**src/rtl/packet_event_indicator_pkg.sv**
```systemverilog
// Shared encodings for the packet event indicator:
// LED mode codes and the per-channel hold state.
package packet_event_indicator_pkg;

   localparam logic [1:0] MODE_ONESHOT = 2'b00;
   localparam logic [1:0] MODE_RETRIG  = 2'b01;
   localparam logic [1:0] MODE_BLINK   = 2'b10;

   typedef enum logic {
      IDLE = 1'b0,
      HOLD = 1'b1
   } ch_state_e;

endpackage

```
**src/rtl/packet_event_indicator_stretch.sv**
```systemverilog
// One event channel: edge detect, hold FSM, blink phase
// and a saturating event counter.
module event_stretch_ch
   import packet_event_indicator_pkg::*;
#(
   parameter int HOLD_CYCLES = 25_000_000,
   parameter int TIMER_W     = 25,
   parameter int BLINK_HALF  = 2_000_000,
   parameter int CNT_W       = 16
) (
   input  logic             clk_i,
   input  logic             rst_i,
   input  logic             en_i,
   input  logic             event_i,
   input  logic [1:0]       mode_i,
   input  logic             clr_i,
   output logic             active_o,
   output logic             led_o,
   output logic [CNT_W-1:0] cnt_o,
   output logic             sat_o
);

   localparam logic [CNT_W-1:0] CNT_MAX = {CNT_W{1'b1}};

   ch_state_e state_q, state_d;
   logic [TIMER_W-1:0] timer_q, timer_d;
   logic [TIMER_W-1:0] bcnt_q, bcnt_d;
   logic phase_q, phase_d;
   logic led_q, led_d;
   logic prev_q;
   logic [CNT_W-1:0] cnt_q, cnt_d;
   logic sat_q, sat_d;

   logic acc, retrig, term;

   assign acc    = event_i & ~prev_q & en_i;
   assign retrig = acc & ((mode_i == MODE_RETRIG) |
                          (mode_i == MODE_BLINK));
   assign term   = (timer_q == TIMER_W'(HOLD_CYCLES - 1));

   always_ff @(posedge clk_i) begin
      if (rst_i) begin
         state_q <= IDLE;
         timer_q <= '0;
         bcnt_q  <= '0;
         phase_q <= 1'b0;
         led_q   <= 1'b0;
         prev_q  <= 1'b0;
         cnt_q   <= '0;
         sat_q   <= 1'b0;
      end else begin
         state_q <= state_d;
         timer_q <= timer_d;
         bcnt_q  <= bcnt_d;
         phase_q <= phase_d;
         led_q   <= led_d;
         prev_q  <= event_i;
         cnt_q   <= cnt_d;
         sat_q   <= sat_d;
      end
   end

   // A retrigger on the terminal cycle takes priority over expiry.
   always_comb begin
      state_d = state_q;
      timer_d = timer_q;
      bcnt_d  = bcnt_q;
      phase_d = phase_q;
      unique case (state_q)
         IDLE: begin
            if (acc) begin
               state_d = HOLD;
               timer_d = '0;
               bcnt_d  = '0;
               phase_d = 1'b1;
            end
         end
         HOLD: begin
            if (retrig) begin
               timer_d = '0;
               bcnt_d  = '0;
               phase_d = 1'b1;
            end else if (term) begin
               state_d = IDLE;
               timer_d = '0;
               bcnt_d  = '0;
               phase_d = 1'b0;
            end else begin
               timer_d = timer_q + TIMER_W'(1);
               if (bcnt_q == TIMER_W'(BLINK_HALF - 1)) begin
                  bcnt_d  = '0;
                  phase_d = ~phase_q;
               end else begin
                  bcnt_d = bcnt_q + TIMER_W'(1);
               end
            end
         end
         default: state_d = IDLE;
      endcase
   end

   always_comb begin
      led_d = (state_d == HOLD) &&
              ((mode_i != MODE_BLINK) || phase_d);
      cnt_d = cnt_q;
      sat_d = sat_q;
      if (clr_i) begin
         cnt_d = CNT_W'(acc);
         sat_d = 1'b0;
      end else if (acc) begin
         if (cnt_q != CNT_MAX) cnt_d = cnt_q + CNT_W'(1);
         sat_d = sat_q | (cnt_d == CNT_MAX);
      end
   end

   assign active_o = (state_q == HOLD);
   assign led_o    = led_q;
   assign cnt_o    = cnt_q;
   assign sat_o    = sat_q;

endmodule

```
**src/rtl/packet_event_indicator.sv**
```systemverilog
// Multi-channel LED stretcher for receiver events with
// per-channel counters and a registered readout mux.
module packet_event_indicator
   import packet_event_indicator_pkg::*;
#(
   parameter int N_CH        = 4,
   parameter int HOLD_CYCLES = 25_000_000,
   parameter int TIMER_W     = 25,
   parameter int BLINK_HALF  = 2_000_000,
   parameter int CNT_W       = 16,
   localparam int SEL_W      = (N_CH > 1) ? $clog2(N_CH) : 1
) (
   input  logic             clk,
   input  logic             rst,
   input  logic             en,
   input  logic [N_CH-1:0]  event_in,
   input  logic [1:0]       mode,
   input  logic [SEL_W-1:0] rd_sel,
   input  logic             cnt_clr,
   output logic [N_CH-1:0]  led_out,
   output logic [N_CH-1:0]  active,
   output logic             any_active,
   output logic [CNT_W-1:0] count_out,
   output logic             count_sat
);

   logic [CNT_W-1:0] cnt_w [N_CH];
   logic [N_CH-1:0]  sat_w;
   logic [CNT_W-1:0] count_q, count_d;
   logic             sat_q, sat_d;

   for (genvar g = 0; g < N_CH; g++) begin : g_ch
      event_stretch_ch #(
         .HOLD_CYCLES (HOLD_CYCLES),
         .TIMER_W     (TIMER_W),
         .BLINK_HALF  (BLINK_HALF),
         .CNT_W       (CNT_W)
      ) u_ch (
         .clk_i    (clk),
         .rst_i    (rst),
         .en_i     (en),
         .event_i  (event_in[g]),
         .mode_i   (mode),
         .clr_i    (cnt_clr && (rd_sel == SEL_W'(g))),
         .active_o (active[g]),
         .led_o    (led_out[g]),
         .cnt_o    (cnt_w[g]),
         .sat_o    (sat_w[g])
      );
   end

   // Selects with no matching channel read back as zero.
   always_comb begin
      count_d = '0;
      sat_d   = 1'b0;
      for (int i = 0; i < N_CH; i++) begin
         if (rd_sel == SEL_W'(i)) begin
            count_d = cnt_w[i];
            sat_d   = sat_w[i];
         end
      end
   end

   always_ff @(posedge clk) begin
      if (rst) begin
         count_q <= '0;
         sat_q   <= 1'b0;
      end else begin
         count_q <= count_d;
         sat_q   <= sat_d;
      end
   end

   assign count_out  = count_q;
   assign count_sat  = sat_q;
   assign any_active = |active;

endmodule

```
**config.mk**
```make
export PLATFORM = sky130hd
export DESIGN_NAME = packet_event_indicator
export DESIGN_NICKNAME = d
export VERILOG_FILES = /design/src/rtl/packet_event_indicator_pkg.sv /design/src/rtl/packet_event_indicator_stretch.sv /design/src/rtl/packet_event_indicator.sv
export SDC_FILE = /design/constraint.sdc
export NUM_CORES = 1
export LEC_CHECK = 0
export ABC_AREA = 1
export BUFFER_PORTS_ARGS = -buffer_cell sky130_fd_sc_hd__buf_2
export CAP_MARGIN = 5
export CORE_UTILIZATION = 59
export CTS_CLUSTER_DIAMETER = 120
export DETAILED_ROUTE_END_ITERATION = 6
export PLACE_DENSITY = 0.85
export SLEW_MARGIN = 20
export SYNTH_ARGS = -nofsm -noshare
export SYNTH_HDL_FRONTEND = slang
export SYNTH_SLANG_ARGS = --single-unit
```
**constraint.sdc**
```tcl
create_clock -name clk -period 2.3 [get_ports clk]
set_input_delay 0.115 -clock clk [delete_from_list [all_inputs] [get_ports clk]]
set_output_delay 0.115 -clock clk [all_outputs]
set_load 0.05 [all_outputs]
```
# Word level (Yosys, flattened, before mapping)
# Index checks and enable logic that the tools add are counted.
# W data, S select, Z words.
totals:
  register_bits: 301
  latch_bits: 0
  mem_bits_rw: 0
  rom_bits: 0
  in_bits: 12
  output_inout_bits: 26
  word_cells: 223
  mem_count: 0
classes:
  n_addsub: 12
  mul: 0
  div_mod_pow: 0
  order_cmp: 0
  eq_ne: 26
  shifts: 0
  n_mux: 96
  n_bitwise: 29
  n_reduce_logical: 22
ops:
  columns: ["op", "n"]
  rows:
  - ["$mux W25", 24]
  - ["$pmux W25 S2", 8]
  - ["$mux W16", 16]
  - ["$add A25 B1 Y25 const B", 8]
  - ["$eq A25 B21 Y1 const B", 4]
  - ["$eq A25 B25 Y1 const B", 4]
  - ["$add A16 B1 Y16 const B", 4]
  - ["$eq A16 B16 Y1 const B", 4]
  - ["$ne A16 B16 Y1 const B", 4]
  - ["$mux W1", 40]
  - ["$pmux W1 S2", 8]
  - ["$and A1 B1 Y1", 12]
  - ["$not A1 Y1", 12]
  - ["$logic_and A1 B1 Y1", 8]
  - ["$ne A2 B1 Y1 const B", 4]
  - ["$reduce_bool A2 Y1", 4]
  - ["$reduce_or A2 Y1", 4]
  - ["$eq A2 B2 Y1 const B", 3]
  - ["$or A1 B1 Y1", 5]
  - ["$eq A2 B1 Y1 const B", 2]
  - ["$logic_or A1 B1 Y1", 4]
  - ["$reduce_or A4 Y1", 1]
  - ["$logic_not A2 Y1", 1]
  - ["$ne A2 B2 Y1 const B", 1]

# Longest topological paths before layout
# Gate-level depths: netlist of the first run.
depth:
  word_depth: 8
  ltp_mapped: 13
  depth_no_buf: 13

# Cells and area by module
# Synthesis of the first run repeated with hierarchy kept, for this count alone.
unflattened:
  cells_unflattened: 2653
  hier_area_um2: 18119.9
modules_own_cells:
  columns: ["module", "n_inst", "cells_per_inst", "area_each_um2", "seq_area_each_um2"]
  rows:
  - ["event_stretch_ch", 4, 619, 4261.6, 1421.4]
  - ["packet_event_indicator", 1, 177, 1073.5, 340.3]

# Least setup slack after synthesis of the first run
# OpenSTA, ideal clock, no wires.
synth_timing:
  path_kind: "register to register"
  from: "reg g_ch[2].u_ch.cnt_q[0]"
  to: "reg g_ch[2].u_ch.sat_q"
  setup_ns: 0.068
  arrival_time_ns: 1.675
  required_ns: 2.232
  setup_slack_ns: 0.557
  path_stages_with_launch: 13
  n_path_buf: 1
  synth_period_minus_slack_ns: 1.743
  cell_sequence: "dfxtp_1 ha_1 inv_1 nor2_2 nand2_2 nor2_4 inv_2 buf_6 nand2_2 nand3_1 nor2_1 nand2_1 a21oi_2"
synth_between:
  elab_chain_cells: 6
  word_cells_on_any_way: 7
  classes_between: "add/sub: 1; eq/ne: 2; mux: 3; bitwise: 1"
synth_rtl:
  columns: ["element", "line", "rtl"]
  rows:
  - ["start: declaration", "packet_event_indicator_stretch.sv:31", "logic [CNT_W-1:0] cnt_q, cnt_d;"]
  - ["start signal: assignment", "packet_event_indicator_stretch.sv:58", "cnt_q <= cnt_d;"]
  - ["$add A16 B1 Y16 / $ne A16 B16 Y1 (equally long branches)", "packet_event_indicator_stretch.sv:111", "if (cnt_q != CNT_MAX) cnt_d = cnt_q + CNT_W'(1);"]
  - ["$mux W16 *", "packet_event_indicator_stretch.sv:111", null]
  - ["$mux W16 *", "packet_event_indicator_stretch.sv:110", "end else if (acc) begin"]
  - ["$mux W16 *", "packet_event_indicator_stretch.sv:107", "if (clr_i) begin"]
  - ["$eq A16 B16 Y1 *", "packet_event_indicator_stretch.sv:112", "sat_d = sat_q | (cnt_d == CNT_MAX);"]
  - ["$or A1 B1 Y1 *", "packet_event_indicator_stretch.sv:112", null]
  - ["end signal: assignment", "packet_event_indicator_stretch.sv:59", "sat_q <= sat_d;"]
  - ["end: declaration", "packet_event_indicator_stretch.sv:32", "logic sat_q, sat_d;"]
# Mark *: on every way between the ends. The rest lies on a longest branch, timed or not. The select of a mux whose other input is x is not followed.
# A chain may end at the register's enable or synchronous reset.

# Worst setup path after layout of the first run
layout_timing:
  from: "reg g_ch[2].u_ch.cnt_q[1]"
  to: "reg g_ch[2].u_ch.cnt_q[0]"
layout_between:
  elab_chain_cells: 6
layout_rtl:
  columns: ["element", "line"]
  rows:
  - ["$ne A16 B16 Y1", "packet_event_indicator_stretch.sv:111"]
  - ["$mux W16", "packet_event_indicator_stretch.sv:111"]
  - ["$mux W16", "packet_event_indicator_stretch.sv:110"]
  - ["$mux W16", "packet_event_indicator_stretch.sv:107"]
  - ["$mux W1", "packet_event_indicator_stretch.sv:110"]
  - ["$mux W1", "packet_event_indicator_stretch.sv:107"]
# Every way passes these cells. The select of a mux whose other input is x is not followed.

==> impl_metrics.csv, run 1 <==
group,metric,value,unit
status,outcome,"finished clean",
yosys,synth_cell_type_count,53,
worst_hold_path,worstHoldEndpoint,"count_out[4]",
grt,antenna_found_initial,0,
drt,wirelength,43000,um
drt,vias,16900,
yosys,synth_top_flop_cell,"dfxtp_1",
worst_setup_path,max_stage_delay,0.58,ns
power_and_ir_drop,irDropWorstVdd,562,uV
die,die_area,29500,sq um
yosys,synth_warnings,0,
yosys,synth.top_cell.area_share,0.355,
die,die_y,172,um
sta,slew_violations,0,
yosys,avgSynthCellArea,6.61,sq um
clocking,cts_tree,"yes",
worst_setup_path,start_kind,"register",
finish,nFillCells,2480,
worst_setup_path,required,2.70,ns
place,gp_congestion,1.00,
worst_setup_path,critPathKind,"reg2reg",
place,dp_hpwl,31800,um
finish,syn_to_final_growth,9.91,%
clocking,path_clk_slew,0.06,ns
clocking,clock_path_buffers,3,
worst_setup_path,r2r_slack,0.19,ns
worst_setup_path,rr_endpoint,"g_ch[2].u_ch.cnt_o[0]",
finish,mostFrequentLayoutCells,"nand2_1 (484), nor2_1 (375), inv_1 (365), dfxtp_1 (300), nand3_1 (188)",
yosys,async_reset_ff_frac,0,
yosys,ys_seq_elements,301,
drt,routed_via_density,5.62,
power_and_ir_drop,powerDensity,625,nW/um^2
clocking,htree_levels,2,
worst_hold_path,hp-class,"in2reg",
drt,route.detailed.drc,0,
yosys,synthCells,2568,
worst_setup_path,cp_cell_sequence,"ha_2 > inv_1 > nor2_4 > nand2_2 > nor2_4 > nand2_1 > nand2_1 > a311oi_1 > dlygate4sd3_1",
grt,grtUsageTotal,0.294,
worst_setup_path,reg2reg_from,"g_ch[2].u_ch.cnt_o[1]",
power_and_ir_drop,leakagePower,7.46,nW
drt,ant_nets,0,
yosys,syn_area,17000,sq um
yosys,synth_edf_count,0,
die,core,28000,sq um
sta,rsz0062_at_grt,"no",
yosys,syn-num-nets,2593,
finish,layout_commonest_cell,"nand2_1",
sta,tightest_slew,0.556,ns
grt,grt_pass1_wl,71900,um
clocking,cts_buffers,35,
grt,overflow,0,
worst_setup_path,arrival,2.50,ns
finish,fin_nets,2643,
drt,routedWlPerCell,14.3,um
worst_setup_path,critPathBufInv,2,
sta,hold_violations,0,
finish,drive_gt1_frac,0.0891,
worst_hold_path,min_delay_path_depth,4,
worst_setup_path,worstRegToRegCells,9,
worst_setup_path,path_max_fanout,6,
clocking,root_buffer,"clkbuf_16",
clocking,postCtsSetupBuffers,0,
drt,first_pass_iters,5,
worst_setup_path,cp-end-kind,"register",
finish,n_antenna_cell,0,
die,fp-row-count,61,
sta,period_share,0.916,
grt,grt_max_degree,30,
sta,fin_setup_tns,0,ns
clocking,cts_sinks,301,
worst_setup_path,cp_top_family,"buffers and inverters",
grt,grt_pass1_vias,15600,
sta,slew_headroom,0.625,
drt,drtIter0Drc,1616,
job,drv_cap,0,
yosys,synth_largest_area_cell,"dfxtp_1",
sta,skew,0.0276,ns
yosys,synth_seq_area_share,0.355,
worst_setup_path,setup.worst_path.start,"g_ch[2].u_ch.cnt_o[1]",
place,io_buffers,37,
die,die_w,172,um
worst_hold_path,hold_start,"rd_sel[0]",
die,start_util,0.606,
yosys,synth.area.top_cells,"dfxtp_1 (36%), nand2_1 (11%), nor2_1 (8.3%)",
sta,max_freq,0.475,GHz
sta,period_needed,2.11,ns
sta,finalSetupViolCount,0,
clocking,clkLatencyLatePin,0.52,ns
worst_setup_path,cp_slowest_cell,"dlygate4sd3_1",
die,ios,38,
sta,holdWs,0.137,ns
## cell type report
| cell class | count | area (sq um) | area share |
|---|---|---|---|
| multi-input combinational | 1824 | 9180 | 0.492 |
| timing repair buffer | 73 | 470 | 0.0252 |
| tap | 378 | 473 | 0.0254 |
| clock inverter | 11 | 111 | 0.00597 |
| sequential | 301 | 6030 | 0.323 |
| inverter | 383 | 1440 | 0.0771 |
| clock buffer | 46 | 957 | 0.0513 |
## how the worst max path moves through the flow
stage	endpoint	slack (ns)	depth (start not counted)
CTS	g_ch[2].u_ch.cnt_o[0]	0.07	9
floorplan	g_ch[2].u_ch.sat_o	0.56	12
global route	g_ch[2].u_ch.cnt_o[0]	0.04	8
global placement	g_ch[3].u_ch.timer_q[21]	0.36	9
finish	g_ch[2].u_ch.cnt_o[0]	0.19	9
detailed placement	g_ch[1].u_ch.sat_o	0.30	13
## power by group
group / total [mW] / internal [mW] / switching (mW)
Clock: 5.25 / 3.05 / 2.20
Sequential: 5.46 / 5.33 / 0.130
Combinational: 0.955 / 0.275 / 0.680
## worst reg2reg max path: cells and delay by family, from the launching register on
| family | cells | cell delay, ns |
|---|---|---|
| DFF | 1 | 0.42 |
| AOI/OAI and AO/OA | 1 | 0.08 |
| buffers and inverters | 2 | 0.66 |
| adders and majority gates | 1 | 0.27 |
| and+or+nand+nor | 5 | 0.58 |
## layer usage
layer	track usage	vias to the layer above	wire, um	part of all wire
li1	-	8489	-	-
met1	0.384	7712	19100	0.44
met2	0.489	615	19700	0.46
met3	0.0416	133	2710	0.063
met4	0.113	0	1480	0.034
met5	0	-	0	0
## Yosys cell counts, types with 9 or more instances
master    instances
a211oi_1         13
o22ai_1          20
nand2_1         484
dfxtp_1         301
nor4_1           12
nor2_1          375
nand2_2          26
buf_4            16
or2_2            15
ha_1             13
inv_1           365
nand3_1         188
o21ai_0         112
and3_1           10
a21oi_1         152
xnor2_1           9
nor2_4           12
nor2_2           19
clkbuf_1         21
buf_2            12
nand4_1          81
inv_2            17
xor2_1           68
nor3_1          107
nor3b_1          17
o211ai_1         25
## per-stage QoR
step / power (mW) / utilization / cell area [sq um] / worst slack [ns] / instances
after global routing: 12.1 / 0.666 / 18700 / 0.0429 / 3016
after global placement: 6.48 / 0.625 / 17500 / 0.357 / 2953
after detailed placement: 6.50 / 0.625 / 17500 / 0.299 / 2953
final: 11.7 / 0.666 / 18700 / 0.193 / 3016
after floorplan: 6.23 / - / 17000 / 0.557 / 2568
after CTS: 11.7 / 0.665 / 18600 / 0.0730 / 3016
## registers in the layout (all words and copies together), names as in the netlist
| register | cells |
|---|---|
| g_ch.u_ch.timer_q | 100 |
| g_ch.u_ch.phase_q | 4 |
| count_sat | 1 |
| g_ch.u_ch.led_o | 4 |
| g_ch.u_ch.sat_o | 4 |
| g_ch.u_ch.cnt_o | 64 |
| g_ch.u_ch.bcnt_q | 100 |
| g_ch.u_ch.active_o | 4 |
| g_ch.u_ch.prev_q | 4 |
| count_out | 16 |
## repair_timing
item | in CTS | in global routing
resized for setup | 0 | 5
hold buffers | 6 | 0
setup endpoints to repair | 0 | 3
hold endpoints to repair | 5 | 0
## kinds of logic after synthesis
logic type / after synthesis / share of synthesized area
adders and majority gates: 13 / 0.00958
DFF: 301 / 0.355
xor gates and xnor gates: 77 / 0.0397
and+or+nand+nor: 1379 / 0.374
buffers and inverters: 443 / 0.105
AOI/OAI and AO/OA: 355 / 0.117
Power figures use the tool's default switching activity.
==> inputs of run 2 (changes only) <==
--- a/config.mk
+++ b/config.mk
@@ -8,10 +8,11 @@
 export ABC_AREA = 1
 export BUFFER_PORTS_ARGS = -buffer_cell sky130_fd_sc_hd__buf_2
 export CAP_MARGIN = 5
-export CORE_UTILIZATION = 59
+export CORE_UTILIZATION = 40
 export CTS_CLUSTER_DIAMETER = 120
 export DETAILED_ROUTE_END_ITERATION = 6
-export PLACE_DENSITY = 0.85
+export PLACE_DENSITY = 0.64
+export SETUP_SLACK_MARGIN = 0.2
 export SLEW_MARGIN = 20
 export SYNTH_ARGS = -nofsm -noshare
 export SYNTH_HDL_FRONTEND = slang
==> impl_metrics.csv, run 2 (synthesis gave the netlist of run 1 again) <==
group,metric,value,unit
status,outcome,"finished with violations",
status,violations,"design-rule violations",
finish,fin_nets,2646,
power_and_ir_drop,power_switching,3.12,mW
finish,syn_to_final_growth,12.6,%
sta,hold_violations,0,
die,start_util,0.406,
drt,routedWlPerCell,13.8,um
die,ios,38,
finish,utilization,0.457,
worst_setup_path,reg2reg_from,"g_ch[2].u_ch.cnt_o[0]",
die,die_area,43300,sq um
drt,wirelength,44100,um
drt,first_pass_iters,7,
drt,route.detailed.drc,1,
worst_setup_path,start_kind,"register",
power_and_ir_drop,clock_power_share,0.482,
clocking,cts_tree,"yes",
worst_hold_path,hold_start,"rd_sel[0]",
sta,tightest_slew,0.626,ns
sta,period_share,0.864,
place,dp_hpwl,33100,um
worst_hold_path,worstHoldEndpoint,"g_ch[2].u_ch.cnt_o[0]",
finish,mostFrequentLayoutCells,"nand2_1 (484), nor2_1 (371), inv_1 (365), dfxtp_1 (296), nand3_1 (187)",
sta,period_needed,1.99,ns
grt,grtUsageTotal,0.204,
drt,routed_via_density,5.16,
job,drv_cap,0,
clocking,cts_buffers,37,
power_and_ir_drop,p_int,9.27,mW
clocking,clock_path_buffers,3,
grt,antenna_found_initial,2,
sta,fin_setup_tns,0,ns
sta,slew_violations,0,
clocking,htree_levels,2,
clocking,root_buffer,"clkbuf_16",
clocking,cts_sinks,301,
grt,grt_max_degree,27,
grt,overflow,0,
grt,grt_pass1_wl,74100,um
power_and_ir_drop,p_comb_frac,0.078,
sta,slew_headroom,0.582,
clocking,clkLatencyLatePin,0.55,ns
worst_setup_path,path_max_fanout,17,
power_and_ir_drop,p_seq_frac,0.441,
die,fp-row-count,75,
worst_setup_path,critPathKind,"reg2reg",
worst_setup_path,required,2.77,ns
worst_hold_path,hp-class,"in2reg",
drt,drtIter0Drc,1093,
power_and_ir_drop,irDropWorstVdd,420,uV
sta,max_freq,0.503,GHz
power_and_ir_drop,leakagePower,7.57,nW
sta,rsz0062_at_grt,"yes",
die,core,41900,sq um
place,gp_congestion,0.942,
drt,ant_nets,0,
worst_setup_path,r2r_slack,0.31,ns
clocking,path_clk_slew,0.06,ns
sta,skew,0.0151,ns
place,io_buffers,37,
die,die_w,208,um
worst_setup_path,cp-end-kind,"register",
die,die_y,208,um
drt,vias,16500,
power_and_ir_drop,fin_total_pwr,12.4,mW
worst_setup_path,worstRegToRegCells,11,
worst_setup_path,rr_endpoint,"g_ch[2].u_ch.sat_o",
worst_hold_path,min_delay_path_depth,4,
sta,finalSetupViolCount,0,
power_and_ir_drop,swShare,0.252,
grt,grt_pass1_vias,15400,
finish,layout_commonest_cell,"nand2_1",
power_and_ir_drop,powerDensity,649,nW/um^2
worst_setup_path,arrival,2.46,ns
finish,drive_gt1_frac,0.0978,
-- run 2: cell types whose count changed in the layout (fill, tap and decap cells not counted), sizes merged --
cell	change
inv	-1
clkbuf	+7
buf	+1
diode	+1
clkinv	+2
bufinv	+2
-- run 2: worst max path at each step --
stage,startpoint,end,slack [ns],depth (start not counted)
finish,g_ch[2].u_ch.cnt_o[0],g_ch[2].u_ch.sat_o,0.31,11
global route,g_ch[2].u_ch.cnt_o[0],g_ch[2].u_ch.sat_o,0.07,11
CTS,g_ch[0].u_ch.bcnt_q[0],g_ch[0].u_ch.bcnt_q[15],0.26,10
detailed placement,g_ch[0].u_ch.bcnt_q[0],g_ch[0].u_ch.bcnt_q[15],0.27,10
global placement,g_ch[1].u_ch.cnt_o[0],g_ch[1].u_ch.sat_o,0.35,13
floorplan,g_ch[2].u_ch.cnt_o[0],g_ch[2].u_ch.sat_o,0.56,12
-- run 2: what timing repair did --
action | CTS | global route
hold buffers | 6 | 0
endpoints found under the hold margin | 8 | 0
setup buffers | 0 | 2
gates resized for setup | 0 | 22
endpoints found under the setup margin | 0 | 92
-- run 2: metrics by stage --
step / setup slack (ns) / instances / area, sq um / hold slack, ns
after floorplan: 0.557 / 2568 / 17000 / 0.222
after global placement: 0.350 / 3113 / 17700 / 0.331
after detailed placement: 0.267 / 3113 / 17700 / 0.345
after CTS: 0.261 / 3186 / 19000 / 0.00860
after global routing: 0.0748 / 3189 / 19100 / 0.0663
final: 0.312 / 3189 / 19100 / 0.0485
-- run 2: power groups by stage --
stage               clock, mW  combinational [mW]  sequential, mW
CTS                      6.15               0.954            5.46
global route             6.36                1.07            5.47
global placement            0               0.936            5.57
floorplan                   0               0.653            5.58
detailed placement          0               0.943            5.57
finish                   5.97               0.961            5.46
-- run 2: routing by layer --
layer	up-vias	wire length, um	track usage
met5	-	13	0
li1	8493	-	-
met1	7489	20800	0.273
met2	401	19800	0.333
met3	80	2400	0.0359
met4	2	1120	0.0656
-- run 2: worst max-delay path: stages (launching register included) --
cell	delay [ns]
dfxtp_1	0.45
ha_2	0.27
inv_1	0.06
nor2_2	0.21
nand2_2	0.12
nor2_4	0.15
inv_2	0.15
o21ai_0	0.13
nand3_1	0.10
nor2_1	0.09
nand2_1	0.07
a21oi_2	0.10
-- run 2: area by class of cell --
type	count	area, sq um
diodes	1	2.50
well taps	539	674
clock buffers	53	1100
fillers	4278	22700
clock inverters	14	154
multi-input cells	1824	9220
repair buffers	74	482
inverters	383	1440
flip-flops and latches	301	6030
